**src/rtl/fmul_share_arbiter.sv**
```systemverilog
// fmul_share_arbiter: shares one combinational float multiplier among NUM_REQ
// requesters. Stage S1 registers the granted operands feeding the multiplier,
// stage S2 registers the product and routes it back to the issuing requester.
// Full valid/ready backpressure; up to two products in flight.
// Optional feature: define FMUL_ARB_RR_EN for round-robin arbitration;
// without it the lowest requesting index always wins.
module fmul_share_arbiter #(
    parameter int DATA_WIDTH = 32,
    parameter int E          = 8,
    parameter int M          = 23,
    parameter int NUM_REQ    = 4,
    parameter int ID_W       = 2
) (
    input  logic                          clk,
    input  logic                          rst_n,
    input  logic [NUM_REQ-1:0]            req_valid,
    output logic [NUM_REQ-1:0]            req_ready,
    input  logic [NUM_REQ*DATA_WIDTH-1:0] req_a,
    input  logic [NUM_REQ*DATA_WIDTH-1:0] req_b,
    output logic [DATA_WIDTH-1:0]         mul_in1,
    output logic [DATA_WIDTH-1:0]         mul_in2,
    input  logic [DATA_WIDTH-1:0]         mul_out,
    output logic [NUM_REQ-1:0]            rsp_valid,
    output logic [DATA_WIDTH-1:0]         rsp_data,
    input  logic [NUM_REQ-1:0]            rsp_ready,
    output logic                          busy
);

    // Parameter sanity: E and M only describe the multiplier's float format,
    // so they are checked against the word width here.
    if (ID_W != $clog2(NUM_REQ)) begin : g_bad_id_w
        $error("fmul_share_arbiter: ID_W must equal $clog2(NUM_REQ)");
    end
    if (NUM_REQ < 2 || NUM_REQ > 16) begin : g_bad_num_req
        $error("fmul_share_arbiter: NUM_REQ must be in 2..16");
    end
    if (1 + E + M != DATA_WIDTH) begin : g_bad_fmt
        $error("fmul_share_arbiter: 1+E+M must equal DATA_WIDTH");
    end

    // Pipeline registers
    logic                  s1_valid_q, s1_valid_d;
    logic [DATA_WIDTH-1:0] s1_a_q, s1_a_d;
    logic [DATA_WIDTH-1:0] s1_b_q, s1_b_d;
    logic [ID_W-1:0]       s1_id_q, s1_id_d;
    logic                  s2_valid_q, s2_valid_d;
    logic [DATA_WIDTH-1:0] s2_data_q, s2_data_d;
    logic [ID_W-1:0]       s2_id_q, s2_id_d;
`ifdef FMUL_ARB_RR_EN
    logic [ID_W-1:0]       rr_ptr_q, rr_ptr_d;
`endif

    // Flow control
    logic                  s2_drain;
    logic                  s2_free;
    logic                  s1_adv;
    logic                  s1_free;
    logic                  accept;
    logic                  grant_found;
    logic [ID_W-1:0]       grant_id;

    // Per-requester operand views and one-hot response decode
    logic [DATA_WIDTH-1:0] op_a [NUM_REQ];
    logic [DATA_WIDTH-1:0] op_b [NUM_REQ];

    genvar gi;
    generate
        for (gi = 0; gi < NUM_REQ; gi++) begin : g_lane
            assign op_a[gi]      = req_a[gi*DATA_WIDTH +: DATA_WIDTH];
            assign op_b[gi]      = req_b[gi*DATA_WIDTH +: DATA_WIDTH];
            assign rsp_valid[gi] = s2_valid_q && (s2_id_q == ID_W'(gi));
        end
    endgenerate

    // Stage drain/advance conditions; S2's owner is the only set rsp_valid bit
    always_comb begin
        s2_drain = s2_valid_q && (|(rsp_valid & rsp_ready));
        s2_free  = !s2_valid_q || s2_drain;
        s1_adv   = s1_valid_q && s2_free;
        s1_free  = !s1_valid_q || s1_adv;
    end

`ifdef FMUL_ARB_RR_EN
    // Round-robin search starting at rr_ptr, wrapping at NUM_REQ
    always_comb begin
        logic [ID_W:0] cand;
        grant_found = 1'b0;
        grant_id    = '0;
        cand        = '0;
        for (int k = 0; k < NUM_REQ; k++) begin
            cand = {1'b0, rr_ptr_q} + (ID_W+1)'(k);
            if (cand >= (ID_W+1)'(NUM_REQ)) begin
                cand = cand - (ID_W+1)'(NUM_REQ);
            end
            if (!grant_found && req_valid[cand[ID_W-1:0]]) begin
                grant_found = 1'b1;
                grant_id    = cand[ID_W-1:0];
            end
        end
    end
`else
    // Fixed priority: scan downwards so the lowest requesting index wins
    always_comb begin
        grant_found = 1'b0;
        grant_id    = '0;
        for (int k = NUM_REQ - 1; k >= 0; k--) begin
            if (req_valid[k]) begin
                grant_found = 1'b1;
                grant_id    = ID_W'(k);
            end
        end
    end
`endif

    // One-hot grant, only while S1 can take a new operand pair and out of reset
    always_comb begin
        req_ready = '0;
        if (rst_n && s1_free && grant_found) begin
            req_ready[grant_id] = 1'b1;
        end
        accept = |(req_valid & req_ready);
    end

    // Next-state for both stages (and the round-robin pointer when present)
    always_comb begin
        s1_valid_d = s1_valid_q;
        s1_a_d     = s1_a_q;
        s1_b_d     = s1_b_q;
        s1_id_d    = s1_id_q;
        s2_valid_d = s2_valid_q;
        s2_data_d  = s2_data_q;
        s2_id_d    = s2_id_q;
`ifdef FMUL_ARB_RR_EN
        rr_ptr_d   = rr_ptr_q;
`endif
        if (accept) begin
            s1_valid_d = 1'b1;
            s1_a_d     = op_a[grant_id];
            s1_b_d     = op_b[grant_id];
            s1_id_d    = grant_id;
`ifdef FMUL_ARB_RR_EN
            rr_ptr_d   = (grant_id == ID_W'(NUM_REQ - 1)) ? '0 : grant_id + ID_W'(1);
`endif
        end else if (s1_adv) begin
            s1_valid_d = 1'b0;
        end

        // The product is captured as S1 hands over; rsp_data holds otherwise
        if (s1_adv) begin
            s2_valid_d = 1'b1;
            s2_data_d  = mul_out;
            s2_id_d    = s1_id_q;
        end else if (s2_drain) begin
            s2_valid_d = 1'b0;
        end
    end

    // State registers; reset discards everything in flight
    always_ff @(posedge clk or negedge rst_n) begin
        if (!rst_n) begin
            s1_valid_q <= 1'b0;
            s1_a_q     <= '0;
            s1_b_q     <= '0;
            s1_id_q    <= '0;
            s2_valid_q <= 1'b0;
            s2_data_q  <= '0;
            s2_id_q    <= '0;
`ifdef FMUL_ARB_RR_EN
            rr_ptr_q   <= '0;
`endif
        end else begin
            s1_valid_q <= s1_valid_d;
            s1_a_q     <= s1_a_d;
            s1_b_q     <= s1_b_d;
            s1_id_q    <= s1_id_d;
            s2_valid_q <= s2_valid_d;
            s2_data_q  <= s2_data_d;
            s2_id_q    <= s2_id_d;
`ifdef FMUL_ARB_RR_EN
            rr_ptr_q   <= rr_ptr_d;
`endif
        end
    end

    // Multiplier inputs are forced to zero while S1 is empty
    always_comb begin
        mul_in1  = s1_valid_q ? s1_a_q : '0;
        mul_in2  = s1_valid_q ? s1_b_q : '0;
        rsp_data = s2_data_q;
        busy     = s1_valid_q || s2_valid_q;
    end

endmodule
```
**config.mk**
```make
export PLATFORM = sky130hd
export DESIGN_NAME = fmul_share_arbiter
export DESIGN_NICKNAME = d
export VERILOG_FILES = /design/src/rtl/fmul_share_arbiter.sv
export SDC_FILE = /design/constraint.sdc
export NUM_CORES = 1
export LEC_CHECK = 0
export ABC_AREA = 0
export CAP_MARGIN = 20
export CORE_AREA = 10 10 150 152
export CTS_CLUSTER_SIZE = 16
export DETAILED_ROUTE_END_ITERATION = 8
export DIE_AREA = 0 0 160 162
export PLACE_DENSITY = 0.69
export SYNTH_ARGS = -nofsm -noshare
export SYNTH_HDL_FRONTEND = slang
export SYNTH_SLANG_ARGS = --single-unit
```
**constraint.sdc**
```tcl
create_clock -name clk -period 2.1 [get_ports clk]
set_input_delay 0.525 -clock clk [delete_from_list [all_inputs] [get_ports clk]]
set_output_delay 0.525 -clock clk [all_outputs]
set_load 0.05 [all_outputs]
```
==> results of run 1 <==
[synth_stat cells]
cell and count:
nor2_1 4, clkbuf_1 33, inv_1 3, o22ai_4 1
o21ai_0 62, nand2_1 67, buf_6 1, nand3_1 1
and2_1 64, nand2b_1 1, a221oi_1 64, or2_1 1
or2_2 2, o221ai_4 1, buf_1 3, buf_2 13
a21oi_1 1, nor2b_1 5, nand3b_1 1, mux2_4 32
nor4b_1 1, o21ai_1 2, dfrtp_1 102, mux2_2 4
a21o_1 1, nor3_1 2, a22o_1 64, o41a_1 1
buf_12 3, or2b_2 1, o31ai_1 2
[power groups by stage]
stage | clock (mW) | combinational (mW) | sequential [mW]
2_1_floorplan | 0 | 3.61 | 4.29
3_3_place_gp | 0 | 8.47 | 3.22
3_5_place_dp | 0 | 8.54 | 3.26
4_1_cts | 1.68 | 8.63 | 3.21
5_1_grt | 1.76 | 8.93 | 3.34
6_report | 1.62 | 8.53 | 3.21
[worst max-delay path by stage]
stage | startpoint | cells after the start | slack, ps | endpoint
final | req_valid[3] | 7 | -220 | req_ready[0]
after floorplan | req_valid[3] | 5 | -60 | req_ready[0]
after global placement | req_valid[2] | 7 | -470 | s1_b_q[14]
after global routing | s2_id_q[0] | 6 | -270 | req_ready[0]
after detailed placement | req_valid[2] | 7 | -500 | s1_b_q[14]
after CTS | s2_id_q[0] | 6 | -250 | req_ready[0]
[state kept, by name, summed over array words and instances (netlist names)]
signal and cells:
s1_b_q 32, s1_valid_q 1, rsp_data 32, s2_id_q 2, s1_a_q 32, s1_id_q 2
s2_valid_q 1
[cells by family (layout without fill, tap and decap cells)]
family	Yosys count	in the layout	share of synthesized area (%)
compound gates	199	199	27.0
simple gates	150	150	13.5
flops	102	102	45.2
buf+inv	56	477	5.00
mux	36	36	9.30
other cells	0	1	0
[metrics by stage]
step	power (mW)	worst slack (ps)	instance area, µm²
after floorplan	7.90	-59.3	5690
after global placement	11.7	-469	11000
after detailed placement	11.8	-498	11000
after CTS	13.5	-250	11300
after global routing	14.0	-267	11400
final	13.4	-224	11400
[layer usage]
metal,global-route usage (%),share of wire (%)
met4,4.67,1.8
met5,0,0
met3,7.61,9.1
met1,20.1,37
met2,33.2,52
[cell type report]
cell class                      instances  area [µm²]
Timing Repair Buffer                  458        5310
Tap cell                              265         332
Fill cell                            1686        8040
Multi-Input combinational cell        385        2870
Clock inverter                          6        56.3
Inverter                                3        11.3
Sequential cell                       102        2550
Antenna cell                            1        2.50
Clock buffer                           10         229
[timing repair]
item	4_1_cts	5_1_grt
pin swaps	2	2
buffers inserted	5	2
resized for setup	13	12
setup endpoints to repair	53	49
[worst max-delay path, stage by stage]
cell	delay, ps
dlygate4sd2_1	240
o41a_1	470
o221ai_4	100
buf_12	160
buf_8	110
nor2b_4	40
buf_12	140
==> results.cfg, run 1 <==
[worst_setup_path]
arrival_ps = 1800
r2r_slack_ps = 80
cp-start-kind = primary input
reg2reg_from = s2_id_q[0]
required_ps = 1570
endpoint_kind = output port
worstReg2RegEnd = s1_a_q[4]
critical_path_class = in -> out
critPathMaxFanout = 4
ff2ff_path_depth = 5

[status]
violations = negative setup slack
outcome = finished, violations left

[pwr]
sw_frac_of_total_pct = 43.3
ir_worst_vdd_mv = 0.523
comb_power_share_pct = 63.9
switching_power_mw = 5.79
p_leak_nw = 4.82
pwr_density_cell_nw_per_um2 = 1180
clockPowerShare_pct = 12.1
p_int_mw = 7.57
pwr-share-seq_pct = 24.0

[sta]
rsz0062_at_grt = yes
slew_headroom_pct = 49.2
fin_tns_setup_ps = -873
period_minus_slack_ps = 2320
drv_slew = 0
timing.fmax_mhz = 430
setup_viol = 4
fin_hold_ws_ps = 342
finalCritPeriodShare_pct = 111
tightest_slew_ps = 761
finalHoldViolations = 0
fin_ws_ps = -224
finClkSkew_ps = 6.76

[job]
maxCapViolCount = 0

[place]
gp_congestion = 0.844
placed_cells = 1206
dp.final_hpwl_mm = 21.1
port_buffers = 402

[clock_tree]
clk_pin_slew_ps = 80
cts_tree = yes
cts-root-buf = clkbuf_16
clock_latency_ps = 350
numCtsBuffers = 9
hold_buffers = 0
cts_max_level = 3
clkSinkCount = 102
cts_max_path_buffers = 2

[detailed_routing]
drc = 0
drt-initial-drc-count = 293
vias = 5922
routedWlPerCell_um = 20.4
first_pass_iters = 4
final_antenna_net_count = 0
viasPerCell = 4.81
wirelength_mm = 25.1

[global_route]
gr-total-overflow = 0
grt_pass1_wl_mm = 37.9
grt_usage_pct = 18.6
grt_max_degree = 72
grt_pass1_vias = 6401
antenna_found_initial = 1

[synth]
yosysTopAreaCellShare_pct = 45.2
synth_area_leaders = dfrtp_1, a221oi_1, a22o_1
yosysSeqAreaShare_pct = 45.2
synth_seq_cells = 102
synth_cell_types = 31
syn_nets = 841
syn_area_um2 = 5650
ys_warn_count = 0
avgSynthCellArea_um2 = 10.4
netlist_instances = 543
synth_largest_area_cell = dfrtp_1

[cells_and_area]
drive_above_1_share_pct = 20.7
final_cell_mix = clkdlybuf4s50_1, dfrtp_1, buf_12
final_util_pct = 58.6
nets = 1257
instances_no_fill = 1230
area_growth_pct = 101
final_common_cell = clkdlybuf4s50_1

[hold_path]
hold_path.class = in -> async

[floorplan]
ioPinCount = 403
fp.dieW_um = 160
start_util_pct = 29.1
die-area_um2 = 25900
die_h_um = 162
row_count = 51
core_area_um2 = 19400
Power figures use the tool's default switching activity.
==> run 2, diff against run 1 <==
Settings changed: ABC_CLOCK_PERIOD_IN_PS set to 2100.
==> results of run 2 <==
Final layout, timing and power as in run 1 (identical DEF).
